--- config.mk ---
export PLATFORM = sky130hd
export DESIGN_NAME = load_store_unit
export DESIGN_NICKNAME = d
export VERILOG_FILES = /design/src/rtl/lsu_pkg.sv /design/src/rtl/load_align.sv /design/src/rtl/load_store_unit.sv
export SDC_FILE = /design/constraint.sdc
export NUM_CORES = 1
export LEC_CHECK = 0
export BUFFER_PORTS_ARGS = -buffer_cell sky130_fd_sc_hd__buf_2
export CORE_UTILIZATION = 40
export DETAILED_ROUTE_END_ITERATION = 10
export HOLD_SLACK_MARGIN = 0.03
export PLACE_DENSITY = 0.65
export SYNTH_ARGS = -nofsm -noshare
export SYNTH_HDL_FRONTEND = slang
export SYNTH_HIERARCHICAL = 1
export SYNTH_SLANG_ARGS = --single-unit
--- constraint.sdc ---
create_clock -name clk -period 2.6 [get_ports clk]
set_clock_uncertainty 0.1 [all_clocks]
set_input_delay 0.13 -clock clk [delete_from_list [all_inputs] [get_ports clk]]
set_output_delay 0.13 -clock clk [all_outputs]
set_load 0.05 [all_outputs]
--- src/rtl/lsu_pkg.sv ---
// lsu_pkg: shared FSM states, RV32I width codes and store/alignment helpers for the load/store unit
package lsu_pkg;
  typedef enum logic [1:0] {IDLE, ACCESS, WB} state_t;
  localparam logic [2:0] F3_B  = 3'b000;
  localparam logic [2:0] F3_H  = 3'b001;
  localparam logic [2:0] F3_W  = 3'b010;
  localparam logic [2:0] F3_BU = 3'b100;
  localparam logic [2:0] F3_HU = 3'b101;
  function automatic logic f3_legal(input logic store, input logic [2:0] f3);
    return store ? (f3 == F3_B || f3 == F3_H || f3 == F3_W)
                 : (f3 == F3_B || f3 == F3_H || f3 == F3_W || f3 == F3_BU || f3 == F3_HU);
  endfunction
  function automatic logic f3_aligned(input logic [2:0] f3, input logic [1:0] a);
    return f3[1:0] == 2'b01 ? !a[0] : f3[1:0] == 2'b10 ? a == 2'b00 : 1'b1;
  endfunction
  function automatic logic [3:0] st_mask(input logic [2:0] f3, input logic [1:0] a);
    return f3[1:0] == 2'b00 ? 4'b0001 << a : f3[1:0] == 2'b01 ? 4'b0011 << a : 4'b1111;
  endfunction
  function automatic logic [31:0] st_data(input logic [2:0] f3, input logic [31:0] d);
    return f3[1:0] == 2'b00 ? {4{d[7:0]}} : f3[1:0] == 2'b01 ? {2{d[15:0]}} : d;
  endfunction
endpackage

--- src/rtl/load_align.sv ---
// load_align: selects the addressed byte/half lane of a load word and sign- or zero-extends it
module load_align
  import lsu_pkg::*;
(
  input  logic [31:0] rdata,
  input  logic [1:0]  off,
  input  logic [2:0]  funct3,
  output logic [31:0] result
);
  logic [31:0] sh;
  logic [7:0]  b;
  logic [15:0] h;
  assign sh = rdata >> {off, 3'b000};
  assign b  = sh[7:0];
  assign h  = sh[15:0];
  assign result = funct3 == F3_B  ? {{24{b[7]}}, b}  :
                  funct3 == F3_BU ? {24'b0, b}       :
                  funct3 == F3_H  ? {{16{h[15]}}, h} :
                  funct3 == F3_HU ? {16'b0, h}       : rdata;
endmodule

--- src/rtl/load_store_unit.sv ---
// load_store_unit: RV32I data-memory access FSM with store lane masking, load alignment and bus timeout
module load_store_unit
  import lsu_pkg::*;
#(
  parameter int TIMEOUT = 16
) (
  input  logic        clk,
  input  logic        rst,
  input  logic        valid_i,
  input  logic        is_load,
  input  logic        is_store,
  input  logic [2:0]  funct3,
  input  logic [31:0] addr,
  input  logic [31:0] store_data,
  input  logic [4:0]  rd,
  output logic        mem_req,
  output logic        mem_we,
  output logic [31:0] mem_addr,
  output logic [31:0] mem_wdata,
  output logic [3:0]  mem_wmask,
  input  logic        mem_ack,
  input  logic [31:0] mem_rdata,
  output logic        stall,
  output logic        rg_wr,
  output logic [4:0]  waddr,
  output logic [31:0] wdata,
  output logic        misaligned,
  output logic        illegal,
  output logic        bus_err
);
  localparam int CW = $clog2(TIMEOUT + 1);
  localparam logic [CW-1:0] TMAX = CW'(TIMEOUT - 1);
  state_t state, nxt;
  logic [CW-1:0] cnt;
  logic [31:0] a_q, d_q, ld_q, ld_val;
  logic [2:0]  f3_q;
  logic [4:0]  rd_q;
  logic        st_q, req, legal, aligned, start, in_idle, in_acc, in_wb, tmo;
  assign in_idle = state == IDLE;
  assign in_acc  = state == ACCESS;
  assign in_wb   = state == WB;
  assign req     = in_idle & valid_i & (is_load | is_store);
  assign legal   = f3_legal(is_store, funct3);
  assign aligned = f3_aligned(funct3, addr[1:0]);
  assign start   = req & legal & aligned;
  assign tmo     = in_acc & !mem_ack & (cnt == TMAX);
  assign illegal    = req & !legal;
  assign misaligned = req & legal & !aligned;
  assign bus_err    = tmo;
  assign stall      = start | (in_acc & !(mem_ack & st_q) & !tmo);
  assign mem_req    = in_acc;
  assign mem_we     = in_acc & st_q;
  assign mem_addr   = in_acc ? {a_q[31:2], 2'b00} : '0;
  assign mem_wmask  = mem_we ? st_mask(f3_q, a_q[1:0]) : '0;
  assign mem_wdata  = mem_we ? st_data(f3_q, d_q) : '0;
  assign rg_wr      = in_wb & (rd_q != 5'd0);
  assign waddr      = in_wb ? rd_q : '0;
  assign wdata      = in_wb ? ld_q : '0;
  load_align u_align (
    .rdata (mem_rdata),
    .off   (a_q[1:0]),
    .funct3(f3_q),
    .result(ld_val)
  );
  // state register, request latch, wait counter and load capture
  always_ff @(posedge clk) begin
    if (rst) begin
      state <= IDLE;
      cnt   <= '0;
      a_q   <= '0;
      d_q   <= '0;
      ld_q  <= '0;
      f3_q  <= '0;
      rd_q  <= '0;
      st_q  <= 1'b0;
    end else begin
      state <= nxt;
      if (start) begin
        a_q  <= addr;
        d_q  <= store_data;
        f3_q <= funct3;
        rd_q <= rd;
        st_q <= is_store;
        cnt  <= '0;
      end else if (in_acc && !mem_ack) begin
        cnt <= cnt + 1'b1;
      end
      if (in_acc && mem_ack && !st_q) ld_q <= ld_val;
    end
  end
  // next state: stores finish on ack, loads detour through WB, timeouts abandon the access
  always_comb begin
    nxt = state;
    nxt = in_idle ? (start ? ACCESS : IDLE) :
          in_acc  ? (mem_ack ? (st_q ? IDLE : WB) : (tmo ? IDLE : ACCESS)) : IDLE;
  end
endmodule

; After elaboration in Yosys (flattened, before gate mapping)
; Index checks and enable logic that the tools add are counted.
[totals]
regBits = 112
latchBits = 0
ramBits = 0
rom_bits = 0
inputBits = 110
wordCells = 83
mem_count = 0
[classes]
n_addsub = 1
mul = 0
div_mod_pow = 0
n_lt_le_gt_ge = 0
n_eq_ne = 13
n_shift = 3
mux = 22
bitwise = 15
n_reduce_logical = 21
[op_table]
columns = cell, n
row1 = $mux 32, 9
row2 = $shr 32x5->16, 1
row3 = $and 1x1->1, 13
row4 = $eq 3x3->1 const B, 4
row5 = $mux 4, 3
row6 = $mux 2, 4
row7 = $logic_not 1->1, 7
row8 = $eq 2x1->1 const B, 3
row9 = $eq 3x1->1 const B, 2
row10 = $logic_not 2->1, 3
row11 = $logic_not 3->1, 2
row12 = $add 5x1->5 const B, 1
row13 = $eq 5x4->1 const B, 1
row14 = $mux 1, 5
row15 = $mux 5, 1
row16 = $reduce_bool 5->1, 1
row17 = $eq 2x2->1 const B, 2
row18 = $logic_or 1x1->1, 4
row19 = $shl 1x2->4 const A, 1
row20 = $shl 2x2->4 const A, 1
row21 = $eq 3x2->1 const B, 1
row22 = $logic_and 1x1->1, 3
row23 = $or 1x1->1, 2
row24 = $reduce_or 2->1, 1

; Depth between registers and ports, before layout
; Gate-level depths: netlist (run 1).
[depth]
depth_word = 10
depth_mapped = 9
ltp_nobuf = 6

; Modules after synthesis
; The synthesis (run 1) kept the hierarchy.
[modules_own_cells]
columns = mod, n_inst, cells_each, area_each_um2, seq_area_each_um2
row1 = load_store_unit, 1, 693, 5903.2, 2242.2
row2 = load_align, 1, 146, 775.7, 0.0

; Worst setup path before layout (run 1)
; No wires, ideal clock.
[synth_path]
path_kind = register to output
start = register state[0]
end = output port mem_wdata[22]
arrival_time_ps = 1834
path_slack_ps = 536
stages_incl_launch_ff = 6
n_path_buf = 2
cell_sequence = dfxtp_1 nor2b_1 nand2_1 clkbuf_1 buf_1 nor2_1
[synth_between]
elab_chain_len = 3
[synth_lines]
columns = item, line_no
row1 = start: declaration, load_store_unit.sv:33  ; state_t state, nxt;
row2 = start signal: assignment, load_store_unit.sv:77  ; state <= nxt;
row3 = $eq 2x1->1, load_store_unit.sv:40  ; assign in_acc = state == ACCESS;
row4 = $and 1x1->1, load_store_unit.sv:52  ; assign mem_we = in_acc & st_q;
row5 = $mux 32, load_store_unit.sv:55  ; assign mem_wdata = mem_we ? st_data(f3_q, d_q) : '0;
row6 = end: declaration, load_store_unit.sv:19  ; output logic [31:0] mem_wdata,
; Every way passes these cells.

; Worst setup path after layout (run 1)
[layout_path]
start = register f3_q[1]
end = output port mem_wdata[11]
[layout_between]
elab_chain_len = 3
[layout_lines]
columns = item, line_no
row1 = start: declaration, load_store_unit.sv:36  ; logic [2:0] f3_q;
row2 = start signal: assignment, load_store_unit.sv:81  ; f3_q <= funct3;
row3 = $logic_not 2->1, lsu_pkg.sv:20  ; return f3[1:0] == 2'b00 ? {4{d[7:0]}} : f3[1:0] == 2'b01 ? {2{d[15:0]}} : d;
row4 = $mux 32, lsu_pkg.sv:20
row5 = $mux 32, load_store_unit.sv:55
; Every way passes these cells.

==> results.txt, run 1 <==
- Result of the run: completed
- Number of fill cells: 1518
- For this run, the total global-route usage over all layers was measured as 21.8%.
- In the final routed layout, each cell accounts on average for roughly 14 um.
- Clock insertion delay at the later pin of the skew report: 360 ps
- The congestion estimate from routability-driven global placement came to a little under 0.9.
- For this run, the detailed router's first-pass iteration total came to 6.
* DRT antenna net count: 0
- The routed layout has 6328 vias.
- Number of endpoints failing setup at the final stage: 0
* Max Fanout on Critical Path: 28
- Share of final-layout standard cells stronger than drive strength 1: about a quarter
* Pleak: 3.82 nW
- Dividing total power by cell area gives a power density of approximately 440 nW/um^2.
- The worst pin sits at a relative slew slack of a little under three fifths.
- Wires add up to 18.9 mm.
* Type of destination of the critical path: output port
- Final Hold Viols: 0
- A synthesized cell averages ~8 um^2.
* Longest Clk Path Bufs: 2
- Actual slew at the worst max-slew pin: 663 ps
- During I/O placement, the number of pins put on the boundary was ~220.
* Count of synthesis-stage warnings from yosys: 6
- Syn Inst Count: ~840
- Data on the critical path arrives at its endpoint at 2000 ps.
- The H-tree was split into 3 levels.
* Cell at the root of the clock tree: sky130_fd_sc_hd__clkbuf_16
- Starting density of the core: a little over 40%
- Post-synthesis instance area: between 6000 and 7000 um^2
- Setup repair after global routing left no endpoint under its margin.
- Counting flops and latches in the post-synthesis netlist gives between 100 and 150.
- The floorplan has 46 rows.
- Entering global routing, the biggest net connects 76 pins.
* Worst hold path startpoint: mem_rdata[30]
* Launch point of the worst reg-to-reg path: a_q[1]
* Number of synthesized flops with an enable pin: 0
- TritonCTS built the clock tree.
- Post-DP HPWL: approximately 13 mm
- Area growth syn-to-layout: 32.7%
- Post-synth ARST share: 0%
* Via count of the first global-routing pass: between 6000 and 7000
* Clock sink count: ~110
- Class of the tightest hold or removal check: input port to flop
- Core Region: 16100 um^2
- Using the TritonRoute via totals, the vias-per-cell ratio works out to a little under 5.
- IR analysis of the VDD net gives a maximum drop of around 0.0003 V.
- Highest attainable clock frequency: 449 MHz
- Die Outline Area: roughly 17000 um^2
- The share of the Yosys chip area taken by registers is 33.6%.
* Total negative setup slack: 0 ps
* Main flop type after synthesis: sky130_fd_sc_hd__dfxtp_1
- CP required: 2370 ps
* Initial antenna violation count: 1
* Clock slew seen by the registers of the worst setup and hold paths: around 70 ps
- DR DRC count: 0
- Max Transition Viols Final: 0
- Buffers inserted during clock tree synthesis total 9.
* Element type at the critical path start: flop
* Post-synth cell types: 44
- The critical path in this run is classified as flop to output port.
- Summed over all layers, the global routing overflow is 0.
- Across the run, the number of max-cap violations was 0.
* Final-layout worst hold slack: roughly 54 ps
- The first global-routing pass estimated 30.6 mm of wire.
- Cts hold-fix bufs: between 70 and 80
- Cts repair resizes: 0
- From bottom edge to top edge, the die measures 131 um.
- After the last flow step, the layout net total stands at 1207.
* First-iteration detailed-routing DRC count: approximately 350
* Shortest period the worst path allows: 2230 ps
- Once layout is done, the placed cells without fillers occupy 8860 um^2.
- The placed instances occupy a cell area of about 8000 um^2.
- The floorplan step set the die width to between 100 and 150 um.
* Number of setup buffers added after CTS: 0
- Buffers placed on the I/O ports in this run total 219.
- CP startpoint: f3_q[1]
* Final cycle utilization of the critical path: approximately 86%
placed cells by master, fill, tap and decap left out, types with 3 or more instances in the layout:
master and n:
sky130_fd_sc_hd__nand2_2 10, sky130_fd_sc_hd__nand2_1 101, sky130_fd_sc_hd__nor2b_1 16, sky130_fd_sc_hd__nand3b_1 4, sky130_fd_sc_hd__and2_1 68, sky130_fd_sc_hd__nand2b_1 146
sky130_fd_sc_hd__and3_1 9, sky130_fd_sc_hd__mux2i_1 88, sky130_fd_sc_hd__clkbuf_16 9, sky130_fd_sc_hd__nor3_1 12, sky130_fd_sc_hd__xor2_1 3, sky130_fd_sc_hd__a21oi_1 74
sky130_fd_sc_hd__buf_2 218, sky130_fd_sc_hd__nand4_1 3, sky130_fd_sc_hd__inv_1 11, sky130_fd_sc_hd__ha_1 6, sky130_fd_sc_hd__dfxtp_1 111, sky130_fd_sc_hd__dlygate4sd3_1 73
sky130_fd_sc_hd__nor2_1 52, sky130_fd_sc_hd__o21ai_0 20, sky130_fd_sc_hd__buf_4 16, sky130_fd_sc_hd__o22ai_1 6, sky130_fd_sc_hd__o21ai_1 4
sequential cells by signal, summed over array words and instances (netlist names):
name   count
a_q       32
ld_q      32
state      2
f3_q       3
rd_q       5
cnt        5
st_q       1
d_q       32
critical path, cell delays in order (launching register included):
cell and delay [ps]:
sky130_fd_sc_hd__dfxtp_2 500, sky130_fd_sc_hd__nor2_1 550, sky130_fd_sc_hd__nand2_1 110, sky130_fd_sc_hd__a21oi_1 190, sky130_fd_sc_hd__buf_2 290
per-layer routing:
metal | global-route usage (%) | routed length [um] | vias to the layer above
met3 | 4.17 | 918 | 40
li1 | - | - | 3236
met1 | 27.5 | 8570 | 2885
met2 | 36.1 | 8890 | 167
met4 | 9.35 | 544 | 0
met5 | 0 | 0 | -
path summary, 6_finish.rpt:
check | slack, ps | end | cells after the start
setup / recovery | 370 | mem_wdata[11] | 4
hold reg to reg | 350 | ld_q[3] | 2
setup reg to reg | 480 | ld_q[21] | 6
hold / removal | 50 | ld_q[30] | 5
cells by family (layout without fill, tap and decap cells):
group	Yosys count	after routing	synth area share [%]
AOI/OAI and AO/OA	116	116	9.84
other	1	3	0.0561
xor gates and xnor gates	4	4	0.525
adders and majority gates	6	6	1.12
muxes	90	90	13.7
buffers and inverters	80	336	6.28
DFF	112	112	33.6
and+or+nand+nor	430	430	34.9
through the flow:
stage | std cells | setup slack, ps | power, W | utilization [%]
after floorplan | 840 | 536 | 0.00231 | -
after global placement | 1223 | 547 | 0.00249 | 48.6
after detailed placement | 1223 | 462 | 0.00249 | 48.6
after CTS | 1312 | 346 | 0.00398 | 55.0
after global routing | 1313 | 265 | 0.00411 | 55.0
final | 1313 | 373 | 0.00393 | 55.0
Yosys cell counts, types with 2 or more instances:
master	count	share of area [%]
sky130_fd_sc_hd__a211oi_1	2	0.22
sky130_fd_sc_hd__a21oi_1	74	5.5
sky130_fd_sc_hd__a221oi_1	2	0.26
sky130_fd_sc_hd__a31o_2	2	0.26
sky130_fd_sc_hd__and2_1	68	6.4
sky130_fd_sc_hd__and3_1	10	0.94
sky130_fd_sc_hd__and3b_1	2	0.26
sky130_fd_sc_hd__buf_1	5	0.28
sky130_fd_sc_hd__buf_12	4	1.2
sky130_fd_sc_hd__buf_2	4	0.30
sky130_fd_sc_hd__buf_4	6	0.67
sky130_fd_sc_hd__buf_6	2	0.34
sky130_fd_sc_hd__clkbuf_1	47	2.6
sky130_fd_sc_hd__dfxtp_1	112	34
sky130_fd_sc_hd__ha_1	6	1.1
sky130_fd_sc_hd__inv_1	11	0.62
sky130_fd_sc_hd__mux2i_1	88	13
sky130_fd_sc_hd__nand2_1	101	5.7
sky130_fd_sc_hd__nand2_2	10	0.94
sky130_fd_sc_hd__nand2b_1	146	14
sky130_fd_sc_hd__nand3b_1	4	0.45
sky130_fd_sc_hd__nand4_1	3	0.28
sky130_fd_sc_hd__nor2_1	52	2.9
sky130_fd_sc_hd__nor2b_1	18	1.7
sky130_fd_sc_hd__nor3_1	12	0.90
sky130_fd_sc_hd__o21ai_0	20	1.5
sky130_fd_sc_hd__o21ai_1	4	0.30
sky130_fd_sc_hd__o22ai_1	6	0.56
sky130_fd_sc_hd__xor2_1	3	0.39
where the power goes:
part / total [W] / switching [W] / internal [W] / leakage [nW]
logic: 0.000710 / 0.000368 / 0.000341 / 2.77
registers: 0.00184 / 0.0000560 / 0.00178 / 0.908
clock network: 0.00138 / 0.000685 / 0.000699 / 0.144
final cells by class:
class / count / area, um^2 / share of cell area, %
diodes: 1 / 2.50 / 0.0282
clock buffers: 11 / 243 / 2.74
clock inverters: 5 / 48.8 / 0.551
inverters: 11 / 41.3 / 0.466
multi-input cells: 648 / 4030 / 45.5
flip-flops and latches: 112 / 2240 / 25.3
well taps: 216 / 270 / 3.05
repair buffers: 309 / 1980 / 22.4
No activity file was read; power rests on OpenSTA's default activity.
==> run 2, diff against run 1 <==
--- a/config.mk
+++ b/config.mk
@@ -8,2 +8,3 @@
 export BUFFER_PORTS_ARGS = -buffer_cell sky130_fd_sc_hd__buf_2
+export CORE_MARGIN = 4
 export CORE_UTILIZATION = 40
--- a/constraint.sdc
+++ b/constraint.sdc
@@ -4,2 +4,2 @@
 set_output_delay 0.13 -clock clk [all_outputs]
-set_load 0.05 [all_outputs]
+set_load 0.005 [all_outputs]
==> results.txt, run 2 (synthesis gave the netlist of run 1 again) <==
- Result of the run: completed
* Port buffer count: 219
- Number of endpoints failing setup at the final stage: 0
- Area of combinational cells with multiple inputs: slightly above 4000 um^2
- The top cell types in the final layout, fill and taps aside, are 218 x sky130_fd_sc_hd__buf_2, 146 x sky130_fd_sc_hd__nand2b_1, 111 x sky130_fd_sc_hd__dfxtp_1, 101 x sky130_fd_sc_hd__nand2_1, 88 x sky130_fd_sc_hd__mux2i_1.
- Least setup slack across all paths after layout: 187 ps
- Across every metal layer, demand over resource in global routing totals between 20% and 30%.
- Max Fanout on Critical Path: 29
- STA classifies the critical path endpoint as an output port.
* Busiest metal layer after global routing: met2
* Fraction of power consumed by the clock network: between 30 and 40%
- Relative contribution of combinational cells to total power: ~17%
- In this run the horizontal extent of the chip is between 100 and 150 um.
- Grt met1 use: roughly 26%
* Area growth syn-to-layout: 33.0%
- Power density over cell area: roughly 450 nW/um^2
* Core Region: 16100 um^2
- Class of the tightest hold or removal check: input port to flop
- Net count, final: ~1200
* Shortest period the worst path allows: between 2000 and 2500 ps
* Critical path arrival: about 2200 ps
- Clock sink count: 112
- Actual slew at the worst max-slew pin: between 1000 and 1500 ps
- Congestion Overflow GR: 0
- In the final layout, flip-flops and latches occupy ~2200 um^2.
- Die Ht: 137 um
- Clock latency on the worst-skew pair, taken at its later pin, is approximately 350 ps.
- The initialized floorplan defines 46 standard-cell rows.
* Net switching power: 0.00108 W
* Met2 usage: 34.3%
- Depth of the CTS H-tree: 3
- Final core utilization: between 50% and 60%
- STA puts the critical path data required time at 2370 ps.
* Post-Place Setup Slack: about 550 ps
- Setup repair after global routing left no endpoint under its margin.
- Mean routed wirelength per cell: ~15 um
- Cell at the root of the clock tree: sky130_fd_sc_hd__clkbuf_16
- After the flow finishes, the layout carries non-filler instances totaling ~1300.
- Of the total power, registers draw 46.2%.
- Worst IR drop on VDD: 0.000400 V
* Initial antenna violation count: 3
* Mean number of vias per cell: a little under 5
- TritonCTS built the clock tree.
- For this configuration, the core starts out at a cell density of about two fifths.
- Before antenna repair, the detailed router went through 5 iterations.
- In the routed design, unresolved DRC markers number 0.
* Final Hold Viols: 0
* Class of the most critical setup path: flop to output port
- After clock tree synthesis, the clock-pin slew on the worst setup and hold paths is 80 ps.
* GR met3 Demand/Resource: roughly 4.9%
- Global-route wire length before repair: approximately 31 mm
- Element type at the critical path start: flop
- The die covers 18800 um^2.
- Max Transition Viols Final: 0
- Max-capacitance violation count: 0
* Number of fill cells: about 1500
* Leading cell type in the layout, fill and taps excluded: sky130_fd_sc_hd__buf_2
- For the final routed database, the setup TNS stands at 0 ps.
- Total wire length after detailed routing: just under 20 mm
- Post-DP HPWL: ~13 mm
* First-iteration detailed-routing DRC count: between 400 and 500
- In the finished design, the share of the clock period the worst path needs comes to between 90 and 100%.
- In this run the count of I/O pins placed on the die edge is approximately 220.
- Switching share of power: between 20% and 30%
- Of the cells placed in the final design, the portion with a size suffix greater than 1 is 25.0%.
* Via count of the first global-routing pass: between 6000 and 7000
- The largest registers in the layout are a_q (32), d_q (32), ld_q (32).
- DRT antenna net count: 0
* Placer's final routability congestion estimate: around 0.86
- Across all layers, the routed design uses 6401 vias.
- Once placement completed, the tool counted placed cells totaling 1222.
- Entering global routing, the biggest net connects between 80 and 90 pins.
* Highest attainable clock frequency: 414 MHz
- Longest Clk Path Bufs: 2
* Pleak: ~3.8 nW
* Int Power: 0.00288 W
- Clock tree synthesis inserted a total of 9 buffers.
* Remaining max-slew budget at the tightest pin: between 30 and 40%
[run 2: cell types whose count changed in the layout (fill, tap and decap cells not counted)]
cell                         change
sky130_fd_sc_hd__bufinv_16       +1
sky130_fd_sc_hd__inv_6           +1
sky130_fd_sc_hd__buf_12          +1
sky130_fd_sc_hd__clkbuf_1        -1
sky130_fd_sc_hd__clkbuf_8        -1
sky130_fd_sc_hd__clkinv_4        -1
sky130_fd_sc_hd__inv_8           -1
sky130_fd_sc_hd__diode_2         +2
sky130_fd_sc_hd__buf_4           -2
sky130_fd_sc_hd__clkinvlp_4      +1
[run 2: final cells by class]
| class | instances | area share [%] |
|---|---|---|
| Timing Repair Buffer | 308 | 22.4 |
| Multi-Input combinational cell | 648 | 45.4 |
| Inverter | 11 | 0.465 |
| Clock inverter | 6 | 0.845 |
| Tap cell | 216 | 3.04 |
| Clock buffer | 9 | 2.54 |
| Antenna cell | 3 | 0.0845 |
| Sequential cell | 112 | 25.3 |
[run 2: critical path, stage by stage, from the launching register on]
cell and delay [ps]:
sky130_fd_sc_hd__dfxtp_1 420, sky130_fd_sc_hd__nor2b_2 220, sky130_fd_sc_hd__nand2_1 610, sky130_fd_sc_hd__a21oi_1 410
sky130_fd_sc_hd__buf_2 180
[run 2: through the flow]
stage	power, W	instance area (um^2)	hold WS [ps]
after global placement	0.00246	7840	294
final	0.00396	8880	56.6
after floorplan	0.00228	6680	180
after detailed placement	0.00246	7840	297
after CTS	0.00400	8870	41.4
after global routing	0.00414	8880	60.8
[run 2: layer usage]
metal  part of all wire [%]  vias to the layer above
met2                     48                      202
met1                     44                     2934
li1                       -                     3232
met4                    2.1                        2
met3                    6.1                       31
met5                  0.066                        -
[run 2: path summary, 6_finish.rpt]
path                                    start      endpoint  slack, ps  cells past startpoint
worst max-delay path                 state[0]  mem_wdata[9]        190                      4
worst min register to register       ld_q[18]      ld_q[18]        350                      2
worst min-delay path            mem_rdata[19]      ld_q[19]         60                      5
worst max register to register         a_q[0]      ld_q[18]        530                      6
[run 2: power by group through the flow]
stage / Combinational, W / Clock (W) / Sequential [W]
after floorplan: 0.000428 / 0 / 0.00185
after global placement: 0.000588 / 0 / 0.00187
after detailed placement: 0.000591 / 0 / 0.00187
after CTS: 0.000680 / 0.00149 / 0.00183
after global routing: 0.000755 / 0.00154 / 0.00184
final: 0.000685 / 0.00145 / 0.00183
[run 2: what timing repair did]
| item | CTS | global route |
|---|---|---|
| hold buffers | 73 | 0 |
| endpoints found under the hold margin | 73 | 0 |
| buffers inserted | 0 | 0 |
| resized for setup | 0 | 0 |
